## src/rtl/uart_pkg.sv

```systemverilog
// Shared types and constants for the UART autobaud controller.
package uart_pkg;

  typedef enum logic [2:0] {
    ST_RESTART    = 3'd0,
    ST_IDLE       = 3'd1,
    ST_WAIT_START = 3'd2,
    ST_MEASURE    = 3'd3,
    ST_APPLY      = 3'd4
  } ab_state_e;

  // Falling edges of a 0x55 frame used for measurement: start bit plus four more.
  localparam int unsigned AB_FALL_EDGES = 5;
  localparam int unsigned AB_SHIFT      = 7;
  localparam int unsigned AB_ROUND      = 64;

endpackage

```

## src/rtl/uart_rx_sync.sv

```systemverilog
// Two-flop synchronizer for the asynchronous rx line plus a falling-edge detector.
module uart_rx_sync (
  input  logic clk,
  input  logic rst_n,
  input  logic rx_i,
  output logic fall_o
);

  logic meta_q;
  logic sync_q;
  logic prev_q;

  // Synchronizer chain and edge register, all reset to the idle-high level
  always_ff @(posedge clk or negedge rst_n) begin
    if (!rst_n) begin
      meta_q <= 1'b1;
      sync_q <= 1'b1;
      prev_q <= 1'b1;
    end else begin
      meta_q <= rx_i;
      sync_q <= meta_q;
      prev_q <= sync_q;
    end
  end

  assign fall_o = prev_q & ~sync_q;

endmodule

```

## src/rtl/uart_autobaud_ctrl.sv

```systemverilog
// Autobaud controller: measures eight bit times of a received 0x55 and programs the x16 divider.
// Defining UART_AUTOBAUD_VERIFY_EN adds checking of each edge-to-edge interval against the first.
module uart_autobaud_ctrl
  import uart_pkg::*;
#(
  parameter int DIV_WIDTH  = 9,
  parameter int MEAS_WIDTH = 16,
  parameter int MIN_DIV    = 2
) (
  input  logic                  clk,
  input  logic                  rst_n,
  input  logic                  rx_in,
  input  logic                  ab_start,
  input  logic                  ab_abort,
  input  logic [DIV_WIDTH-1:0]  sw_div,
  input  logic                  sw_div_wr,
  output logic                  baud_en,
  output logic [DIV_WIDTH-1:0]  div_x16,
  output logic                  busy,
  output logic                  locked,
  output logic                  ab_error,
  output logic [MEAS_WIDTH-1:0] meas_cycles
);

  localparam logic [MEAS_WIDTH-1:0] CNT_ZERO  = {MEAS_WIDTH{1'b0}};
  localparam logic [MEAS_WIDTH-1:0] CNT_ONE   = MEAS_WIDTH'(1);
  localparam logic [MEAS_WIDTH-1:0] CNT_ONES  = {MEAS_WIDTH{1'b1}};
  localparam logic [MEAS_WIDTH:0]   ROUND_W   = (MEAS_WIDTH+1)'(AB_ROUND);
  localparam logic [MEAS_WIDTH:0]   MIN_W     = (MEAS_WIDTH+1)'(MIN_DIV);
  localparam logic [MEAS_WIDTH:0]   MAX_W     = (MEAS_WIDTH+1)'((1 << DIV_WIDTH) - 1);
  localparam logic [2:0]            LAST_EDGE = 3'(AB_FALL_EDGES - 2);

  ab_state_e             state_q, state_d;
  logic [DIV_WIDTH-1:0]  div_q, div_d;
  logic                  busy_q, busy_d;
  logic                  locked_q, locked_d;
  logic                  err_q, err_d;
  logic [MEAS_WIDTH-1:0] meas_q, meas_d;
  logic [MEAS_WIDTH-1:0] cnt_q, cnt_d;
  logic [2:0]            edge_q, edge_d;
  logic                  baud_en_q;

  logic                  fall_s;
  logic [MEAS_WIDTH-1:0] cnt_inc_s;
  logic [MEAS_WIDTH:0]   result_s;
  logic                  in_range_s;
  logic                  ival_bad_s;

  uart_rx_sync u_rx_sync (
    .clk    (clk),
    .rst_n  (rst_n),
    .rx_i   (rx_in),
    .fall_o (fall_s)
  );

  assign cnt_inc_s  = cnt_q + CNT_ONE;
  // Rounded divide by 128 turns eight bit times into a x16 divider
  assign result_s   = ({1'b0, meas_q} + ROUND_W) >> AB_SHIFT;
  assign in_range_s = (result_s >= MIN_W) && (result_s <= MAX_W);

`ifdef UART_AUTOBAUD_VERIFY_EN
  logic [MEAS_WIDTH-1:0] first_q, first_d;
  logic [MEAS_WIDTH-1:0] mark_q, mark_d;
  logic [MEAS_WIDTH-1:0] ival_s;
  logic [MEAS_WIDTH-1:0] dev_s;

  // Interval since the previous falling edge and its deviation from the first interval
  always_comb begin
    ival_s = cnt_inc_s - mark_q;
    if (ival_s >= first_q) begin
      dev_s = ival_s - first_q;
    end else begin
      dev_s = first_q - ival_s;
    end
    if (edge_q != 3'd0) begin
      ival_bad_s = dev_s > (first_q >> 3'd3);
    end else begin
      ival_bad_s = 1'b0;
    end
  end

  // Next-state for the interval reference registers
  always_comb begin
    first_d = first_q;
    mark_d  = mark_q;
    if (state_q == ST_WAIT_START) begin
      first_d = CNT_ZERO;
      mark_d  = CNT_ZERO;
    end else if ((state_q == ST_MEASURE) && fall_s) begin
      mark_d = cnt_inc_s;
      if (edge_q == 3'd0) begin
        first_d = ival_s;
      end else begin
        first_d = first_q;
      end
    end else begin
      mark_d = mark_q;
    end
  end

  // Interval reference registers
  always_ff @(posedge clk or negedge rst_n) begin
    if (!rst_n) begin
      first_q <= CNT_ZERO;
      mark_q  <= CNT_ZERO;
    end else begin
      first_q <= first_d;
      mark_q  <= mark_d;
    end
  end
`else
  assign ival_bad_s = 1'b0;
`endif

  // FSM next-state and datapath updates
  always_comb begin
    state_d  = state_q;
    div_d    = div_q;
    busy_d   = busy_q;
    locked_d = locked_q;
    err_d    = err_q;
    meas_d   = meas_q;
    cnt_d    = cnt_q;
    edge_d   = edge_q;
    case (state_q)
      ST_RESTART: begin
        state_d = ST_IDLE;
      end
      ST_IDLE: begin
        if (sw_div_wr) begin
          div_d    = sw_div;
          locked_d = 1'b0;
          err_d    = 1'b0;
          state_d  = ST_RESTART;
        end else if (ab_start) begin
          locked_d = 1'b0;
          err_d    = 1'b0;
          busy_d   = 1'b1;
          state_d  = ST_WAIT_START;
        end else begin
          state_d = ST_IDLE;
        end
      end
      ST_WAIT_START: begin
        if (ab_abort) begin
          busy_d  = 1'b0;
          state_d = ST_RESTART;
        end else if (fall_s) begin
          cnt_d   = CNT_ZERO;
          edge_d  = 3'd0;
          state_d = ST_MEASURE;
        end else begin
          state_d = ST_WAIT_START;
        end
      end
      ST_MEASURE: begin
        cnt_d = cnt_inc_s;
        if (ab_abort) begin
          busy_d  = 1'b0;
          state_d = ST_RESTART;
        end else if (cnt_q == CNT_ONES) begin
          err_d   = 1'b1;
          busy_d  = 1'b0;
          state_d = ST_RESTART;
        end else if (fall_s) begin
          if (ival_bad_s) begin
            err_d   = 1'b1;
            busy_d  = 1'b0;
            state_d = ST_RESTART;
          end else if (edge_q == LAST_EDGE) begin
            meas_d  = cnt_inc_s;
            state_d = ST_APPLY;
          end else begin
            edge_d = edge_q + 3'd1;
          end
        end else begin
          state_d = ST_MEASURE;
        end
      end
      ST_APPLY: begin
        if (in_range_s) begin
          div_d    = result_s[DIV_WIDTH-1:0];
          locked_d = 1'b1;
        end else begin
          err_d = 1'b1;
        end
        busy_d  = 1'b0;
        state_d = ST_RESTART;
      end
      default: begin
        busy_d  = 1'b0;
        state_d = ST_RESTART;
      end
    endcase
  end

  // State and output registers; baud_en follows the state being entered
  always_ff @(posedge clk or negedge rst_n) begin
    if (!rst_n) begin
      state_q   <= ST_RESTART;
      div_q     <= {DIV_WIDTH{1'b0}};
      busy_q    <= 1'b0;
      locked_q  <= 1'b0;
      err_q     <= 1'b0;
      meas_q    <= CNT_ZERO;
      cnt_q     <= CNT_ZERO;
      edge_q    <= 3'd0;
      baud_en_q <= 1'b0;
    end else begin
      state_q   <= state_d;
      div_q     <= div_d;
      busy_q    <= busy_d;
      locked_q  <= locked_d;
      err_q     <= err_d;
      meas_q    <= meas_d;
      cnt_q     <= cnt_d;
      edge_q    <= edge_d;
      baud_en_q <= (state_d == ST_IDLE);
    end
  end

  assign baud_en     = baud_en_q;
  assign div_x16     = div_q;
  assign busy        = busy_q;
  assign locked      = locked_q;
  assign ab_error    = err_q;
  assign meas_cycles = meas_q;

endmodule

```

## config.mk

```make
export PLATFORM = sky130hd
export DESIGN_NAME = uart_autobaud_ctrl
export DESIGN_NICKNAME = d
export VERILOG_FILES = /design/src/rtl/uart_pkg.sv /design/src/rtl/uart_rx_sync.sv /design/src/rtl/uart_autobaud_ctrl.sv
export SDC_FILE = /design/constraint.sdc
export NUM_CORES = 1
export LEC_CHECK = 0
export CAP_MARGIN = 40
export CORE_AREA = 4 4 78 80
export DETAILED_ROUTE_END_ITERATION = 16
export DIE_AREA = 0 0 82 84
export PLACE_DENSITY = 0.83
export SYNTH_ARGS = -nofsm -noshare
export SYNTH_HDL_FRONTEND = slang
export SYNTH_SLANG_ARGS = --single-unit
export TNS_END_PERCENT = 5
```

## constraint.sdc

```tcl
create_clock -name clk -period 4.5 [get_ports clk]
set_input_delay 1.35 -clock clk [delete_from_list [all_inputs] [get_ports clk]]
set_output_delay 1.35 -clock clk [all_outputs]
set_load 0.01 [all_outputs]
```

======== After elaboration in Yosys (flattened, before gate mapping) ========
Index checks and enable logic that the tools add are counted.
W data, S select, Z words.
storage, ports and cells
  register bits after elaboration ......... 54
  output and inout bits ................... 29
  logic and storage cells ................. 92
operators by class
  add/subtract/negate cells ............... 3
  magnitude comparators ................... 2
  eq/ne operators ......................... 22
  muxes and demuxes ....................... 36
  bitwise logic cells ..................... 5
  reduce and logical (&&, ||, !) cells .... 12
operators by type and width
  kind                     number
  $mux W16                 2
  $pmux W16 S2             1
  $mux W3                  10
  $ne A2 B2 Y1 const B     13
  $mux W9                  2
  $pmux W9 S2              1
  $add A16 B7 Y17 const B  1
  $add A16 B1 Y16 const B  1
  $eq A16 B16 Y1 const B   1
  $reduce_and A5 Y1        3
  $mux W1                  12
  $pmux W3 S4              1
  $ge A10 B2 Y1 const B    1
  $le A10 B9 Y1 const B    1
  $eq A3 B2 Y1 const B     3
  $reduce_and A3 Y1        3
  $reduce_and A7 Y1        1
  $eq A3 B1 Y1 const B     2
  $mux W2                  3
  $ne A3 B3 Y1 const B     2
  $pmux W3 S2              1
  $not A1 Y1               4
  $pmux W1 S4              1
  $reduce_bool A2 Y1       2
  other kinds (8)          8

======== Longest topological paths before layout ========
Gate-level depths: netlist (run 1).
  depth after elaboration ................. 7
  depth in mapped cells ................... 9
  gate-level depth less buffers ........... 7

======== Modules after synthesis ========
Synthesis (run 1) repeated with hierarchy kept, for this count alone.
second synthesis, totals
  cells, all modules ...................... 304
  area, all modules ....................... 2925.3 um2
modules (own cells, without submodules)
  module              instances  cells each  area an instance (um2)  seq. area each (um2)
  uart_autobaud_ctrl  1          300         2832.7                  1276.2
  uart_rx_sync        1          4           92.6                    78.8

======== Least setup slack after synthesis (run 1) ========
Ideal clock, no wire load.
  kind .................................... input to register
  start ................................... input port ab_abort
  end ..................................... register cnt_q[15]
  data arrival time ....................... 2.170 ns
  setup slack ............................. 2.198 ns
  cell stages on the path ................. 5
  path buffers ............................ 1
  cells stage by stage .................... nor3_1 > nor2_1 > clkbuf_1 > o21ai_0 > o31ai_1
on the way
  longest elaborated chain between the ends .. 2
ends and longest elaborated chain
  what                                RTL line                   source
  from (decl)                         uart_autobaud_ctrl.sv:14   input logic ab_abort,
  $ne A2 B2 Y1 (no source line)       -
  $reduce_and A3 Y1 (no source line)  -
  to (signal assigned)                uart_autobaud_ctrl.sv:216  cnt_q <= cnt_d;
  to (decl)                           uart_autobaud_ctrl.sv:39   logic [MEAS_WIDTH-1:0] cnt_q, cnt_d;
No other way between the ends.
A chain may end at the register's enable or synchronous reset.

======== Final worst setup path (run 1) ========
  start ................................... input port ab_abort
  end ..................................... register meas_q[10] (netlist: meas_cycles[10])
on the way
  longest elaborated chain between the ends .. 2
ends and longest elaborated chain
  what                                RTL line                   source
  $not A1 Y1 (no source line)         -
  $reduce_and A5 Y1 (no source line)  -
  to (signal assigned)                uart_autobaud_ctrl.sv:215  meas_q <= meas_d;
  to (decl)                           uart_autobaud_ctrl.sv:38   logic [MEAS_WIDTH-1:0] meas_q, meas_d;
No other way between the ends.

==> impl_results.md, run 1 <==
* Fmax at 336 MHz
* Fin. Hold Viols at 0
* Root Driver: clkbuf_8
* Site Rows at 27
* RSZ-0062 raised after global routing: false
* WS Path Type: input pin to flip-flop
* Largest net degree at the start of global routing at 32
* Finish-stage setup viols at 0
* Wire per inst at 14.5 um
* Die Y at 84 um
* Total number of vias at 2337
* Antenna Cells at 0
* Die area at 6890 um^2
* DR pass1 iterations at 4
* Number of synthesized flops with an enable pin at 0
* Leak at 1.49 nW
* P per Cell Area at 427 nW/um^2
* CTS Hold Bufs at 0
* Max Cap Viol at 0
* Synth Area in XOR/XNOR at 6.60%
* Most frequent cells in the layout: 51 x dfrtp_1, 42 x clkdlybuf4s50_1, 40 x o21ai_0, 38 x nand2_1, 26 x nor2_1
* Synth Area in Simple Gates at 19.9%
* Vias/cell at 5.63
* Worst path buffer plus inverter count at 2
* Initial DRC Count at 147
* CP Capture Type: flip-flop
* Yosys warns at 0
* IO Port Bufs at 43
* Core Area at 5410 um^2
* Hold Path Class: flip-flop to flip-flop
* Startpoint Class: input pin
* Post-synth ARST share at 100%
* IR drop worst, VDD at 196 uV
* Most common cell after layout, fill and taps aside: dfrtp_1
* R2R depth at 8
* Clock Pin Slew Worst Setup and Hold Paths at 0.09 ns
* Distinct cells, synth at 53
* CP max stage cell: clkdlybuf4s50_1
* Max Root-Sink Buffers at 2
* Crit path required time at 4.68 ns
* Worst setup path endpoint: meas_cycles[10]$_DFFE_PN0P_
* Final wirelength at 6.03 mm
* Synth Area per Inst at 9.58 um^2
* Count of state elements after synthesis at 54
* Reg-to-reg slack, setup at 2.06 ns
* CTS tree: built
* CP max stage delay at 0.45 ns
* Mux cell area share after synthesis at 4.88%
* Post-synthesis adder-cell area fraction at 1.71%
* Share of cells above drive strength 1 at 11.7%
* Remaining antenna violation count after routing at 0
* P&R area growth vs syn at 20.5%
* Area of the mapped netlist at 2920 um^2
* Congestion Overflow GR at 0
* Max Transition Viols Final at 0
* Synth Area in Compound Gates at 17.0%
* CP max FO at 21
* Main combinational cell family by area after synthesis: simple AND/OR/NAND/NOR gates
* Postcts setup bufs at 0
* Final HPWL DP at 4.35 mm
* Post-Syn Nets at 324
* First-pass GRT wire length at 10.3 mm
* Worst Hold Path Cells at 0
* Top FF cell, synth: dfrtp_1
* Vias in the first global route at 2315
* Seq/Total Area, Yosys at 46.4%
* Initial Util at 54.1%
* Die X at 82 um
* CP startpoint: ab_abort
* Reg2reg start: cnt_q[0]$_DFFE_PN0P_
* Final core utilization at 65.1%
* Post-synthesis instance total at 305
* Total global-route track usage at 18.6%
* Setup TNS Final at 0 ns
* Period utilisation layout at 66.1%
* Final nets at 361
* RR Endpoint: meas_cycles[10]$_DFFE_PN0P_
* CP arrival at 3.15 ns
* CP delay by family, top: buffers and inverters
* Clock Skew at 0.00664 ns
* Antenna violations before repair at 0
* H-tree depth at 2
* Crit path depth at 7
* DRC errors left at 0
* Actual slew at the worst max-slew pin at 0.809 ns
* Post-cts resize count at 0
* Outcome: completed
* Top Ports at 44
* Minimum clock period after layout at 2.97 ns
* Clk_lat worst skew at 0.30 ns
* Crit path cell chain: clkdlybuf4s50_1 -> nor2_1 -> a21boi_2 -> nand4b_1 -> buf_4 -> nand2_1 -> o21ai_0
* Clk sinks at 54
* Total CTS buffers at 5
* RePlAce Congestion at 0.879
* Max-Slew Margin vs Limit at 45.8%
==> worst min-delay path by stage <==
stage	slack, ns	start	end
final	0.36	u_rx_sync.meta_q$_DFF_PN1_	u_rx_sync.sync_q$_DFF_PN1_
after global placement	0.35	u_rx_sync.meta_q$_DFF_PN1_	u_rx_sync.sync_q$_DFF_PN1_
after global routing	0.37	u_rx_sync.meta_q$_DFF_PN1_	u_rx_sync.sync_q$_DFF_PN1_
after CTS	0.36	u_rx_sync.meta_q$_DFF_PN1_	u_rx_sync.sync_q$_DFF_PN1_
after detailed placement	0.35	u_rx_sync.meta_q$_DFF_PN1_	u_rx_sync.sync_q$_DFF_PN1_
after floorplan	0.35	u_rx_sync.meta_q$_DFF_PN1_	u_rx_sync.sync_q$_DFF_PN1_
==> worst register-to-register path, delay by kind of cell, from the launching register on <==
| family | cells | cell delay (ns) |
|---|---|---|
| buf+inv | 1 | 0.36 |
| fa+ha+maj | 1 | 0.29 |
| flops | 1 | 0.44 |
| simple gates | 4 | 0.93 |
| compound gates | 2 | 0.29 |
==> layout make-up <==
| cell class | instances | area (um^2) |
|---|---|---|
| Fill cell | 434 | 1880 |
| Tap cell | 72 | 90.1 |
| Timing Repair Buffer | 47 | 455 |
| Sequential cell | 54 | 1360 |
| Inverter | 4 | 15.0 |
| Multi-Input combinational cell | 230 | 1460 |
| Clock inverter | 2 | 60.1 |
| Clock buffer | 6 | 82.6 |
==> cell usage after synthesis, types with 2 or more instances <==
cell type,n,area [um^2]
and2_1,4,25.0
and3_4,2,22.5
mux2_2,2,22.5
dfstp_2,3,78.8
buf_2,7,35.0
nand3_1,9,45.0
clkbuf_1,7,26.3
nor2_1,26,97.6
o31ai_1,8,60.1
buf_6,2,22.5
a21o_2,2,17.5
o21ai_1,2,10.0
xor2_1,12,105
a31oi_1,3,18.8
nand2b_1,2,12.5
nand2_1,38,143
and4_1,4,35.0
inv_1,4,15.0
o21ai_0,40,200
mux2_4,8,120
ha_1,4,50.1
dfrtp_1,51,1280
and4_2,2,20.0
xnor2_1,10,87.6
and3_1,7,43.8
o22ai_1,2,12.5
a21oi_1,14,70.1
nor3_1,3,15.0
nand4_1,3,18.8
==> metal layers <==
metal / GRT usage, % / share of wire, % / vias to the layer above / routed length [um]
li1: - / - / 1152 / -
met2: 31.7 / 49 / 50 / 2960
met5: 0 / 0 / - / 0
met3: 3.89 / 4.4 / 8 / 266
met4: 4.23 / 1.2 / 0 / 73
met1: 23.7 / 45 / 1127 / 2740
==> state kept, by name (all words and copies together), names as in the netlist <==
name,cells
u_rx_sync.sync_q,1
cnt_q,16
state_q,3
ab_error,1
u_rx_sync.prev_q,1
meas_cycles,16
div_x16,9
u_rx_sync.meta_q,1
baud_en,1
edge_q,3
locked,1
busy,1
==> cell families after synthesis <==
| family | count (synthesis) |
|---|---|
| AO/OA/AOI/OAI | 82 |
| XOR/XNOR | 22 |
| adder cells (fa/ha/maj) | 4 |
| buffers and inverters | 21 |
| flip-flops | 54 |
| multiplexers | 10 |
| AND/OR/NAND/NOR | 112 |
==> stage by stage <==
stage	instance area [um^2]	power (mW)	hold slack, ns	setup slack, ns	cells
5_1_grt	3520	1.60	0.368	1.34	415
2_1_floorplan	2920	0.936	0.345	2.20	305
4_1_cts	3520	1.52	0.362	1.53	415
6_report	3520	1.50	0.361	1.53	415
3_5_place_dp	3380	1.12	0.348	1.20	407
3_3_place_gp	3380	1.11	0.346	1.33	407
==> report_power, final <==
group / total [mW] / internal [mW] / leakage, nW / switching (mW)
clock network: 0.390 / 0.237 / 0.0714 / 0.153
logic: 0.447 / 0.240 / 0.708 / 0.206
registers: 0.666 / 0.578 / 0.711 / 0.0874
Note: power is estimated with default switching activity, not from simulation.
==> inputs of run 2 (changes only) <==
Settings changed: CORE_AREA 4 4 78 80 to 4 4 79 81, DIE_AREA 0 0 82 84 to 0 0 83 85, PLACE_DENSITY 0.83 to 0.81.
Clock period 4.5 ns to 3 ns, I/O delays scaled along.
==> impl_results.md, run 2 (synthesized netlist as in run 1, its figures left out) <==
* Outcome: completed
* Reg-to-reg slack, setup at 0.44 ns
* Max Transition Viols Final at 0
* Initial Util at 53.4%
* H-tree depth at 2
* Vias/cell at 5.63
* Top Ports at 44
* Final Instance Area at 3550 um^2
* CP arrival at 2.75 ns
* Initial DRC Count at 137
* CP max stage cell: dfrtp_1
* Crit path required time at 3.20 ns
* Clock Pin Slew Worst Setup and Hold Paths at 0.10 ns
* Worst slack, placed at 0.450 ns
* DRC errors left at 0
* CTS tree: built
* Root Driver: clkbuf_8
* IR drop worst, VDD at 336 uV
* Overall power at 2.24 mW
* Total CTS buffers at 5
* WS Path Type: flip-flop to flip-flop
* Finish-stage setup viols at 0
* Clk sinks at 54
* Final wirelength at 6.06 mm
* Fmax at 391 MHz
* Most frequent cells in the layout: 51 x dfrtp_1, 42 x clkdlybuf4s50_1, 40 x o21ai_0, 38 x nand2_1, 26 x nor2_1
* Share of cells above drive strength 1 at 12.7%
* Reg2reg start: meas_cycles[7]$_DFFE_PN0P_
* Max-Slew Margin vs Limit at 50.3%
* Antenna Cells at 0
* Final HPWL DP at 4.29 mm
* Worst setup path endpoint: div_x16[4]$_DFFE_PN0P_
* CP Capture Type: flip-flop
* Hold Path Class: flip-flop to flip-flop
* Crit path cell chain: ha_1 -> a21boi_0 -> a21oi_1 -> o31ai_1 -> a31oi_2 -> nor2_4 -> mux2_4
* CP max stage delay at 0.49 ns
* Leak at 1.51 nW
* Site Rows at 27
* Max Root-Sink Buffers at 2
* Congestion Overflow GR at 0
* DR pass1 iterations at 4
* Largest net degree at the start of global routing at 28
* CP max FO at 9
* Clock Skew at 0.00864 ns
* R2R depth at 7
* Final core utilization at 64.8%
* Postcts setup bufs at 0
* Post-cts resize count at 0
* CTS Hold Bufs at 0
* Minimum clock period after layout at 2.56 ns
* Fin. Hold Viols at 0
* Max Cap Viol at 0
* First-pass GRT wire length at 10.6 mm
* Wire per inst at 14.5 um
* Total number of vias at 2357
* Die area at 7060 um^2
* P per Cell Area at 633 nW/um^2
* Core Area at 5470 um^2
* Antenna violations before repair at 0
* Total global-route track usage at 17.8%
* Period utilisation layout at 85.2%
* Vias in the first global route at 2239
* Final Worst Setup Slack at 0.443 ns
* Worst hold slack at 0.362 ns
* Die X at 83 um
* Most common cell after layout, fill and taps aside: dfrtp_1
* CP startpoint: meas_cycles[7]$_DFFE_PN0P_
* Clk_lat worst skew at 0.31 ns
* Final nets at 365
* RSZ-0062 raised after global routing: false
* Actual slew at the worst max-slew pin at 0.743 ns
* Remaining antenna violation count after routing at 0
* Placed insts at 411
* RR Endpoint: div_x16[4]$_DFFE_PN0P_
* IO Port Bufs at 43
* Post-DP Area at 3410 um^2
* Setup TNS Final at 0 ns
* P&R area growth vs syn at 21.4%
* Final cell count without fillers at 419
* Startpoint Class: flip-flop
* Die Y at 85 um
* RePlAce Congestion at 0.850
-- run 2: changes by cell type in the layout (fill, tap and decap cells not counted) --
| cell | before | now |
|---|---|---|
| buf_4 | 4 | 8 |
| clkinv_4 | 0 | 1 |
| clkbuf_8 | 6 | 5 |
-- run 2: report_power, final --
part | internal, mW | switching (mW) | total [mW]
combinational | 0.367 | 0.310 | 0.677
clock | 0.334 | 0.235 | 0.569
sequential | 0.867 | 0.130 | 0.997
-- run 2: routing by layer --
metal	wire length, um	GRT usage, %
met2	2950	30.2
met1	2770	23.2
met3	282	4.17
met4	49	3.86
met5	0	0
-- run 2: worst max-delay path, delay by kind of cell (launching register included) --
kind | cells | cell delay, ns
muxes | 1 | 0.34
AOI/OAI and AO/OA | 4 | 0.86
and+or+nand+nor | 1 | 0.35
DFF | 1 | 0.49
adders and majority gates | 1 | 0.41
-- run 2: area by class of cell --
class	instances	area, um^2
Fill cell	458	1930
Clock buffer	5	68.8
Tap cell	72	90.1
Multi-Input combinational cell	230	1460
Clock inverter	3	68.8
Sequential cell	54	1360
Inverter	4	15.0
Timing Repair Buffer	51	485
-- run 2: how the worst min path moves through the flow --
stage                                    start                         end  slack (ns)  cells after the start
floorplan           u_rx_sync.meta_q$_DFF_PN1_  u_rx_sync.sync_q$_DFF_PN1_        0.35                      0
global placement    u_rx_sync.meta_q$_DFF_PN1_  u_rx_sync.sync_q$_DFF_PN1_        0.35                      0
detailed placement  u_rx_sync.meta_q$_DFF_PN1_  u_rx_sync.sync_q$_DFF_PN1_        0.35                      0
CTS                 u_rx_sync.meta_q$_DFF_PN1_  u_rx_sync.sync_q$_DFF_PN1_        0.36                      0
global route        u_rx_sync.meta_q$_DFF_PN1_  u_rx_sync.sync_q$_DFF_PN1_        0.37                      0
finish              u_rx_sync.meta_q$_DFF_PN1_  u_rx_sync.sync_q$_DFF_PN1_        0.36                      0
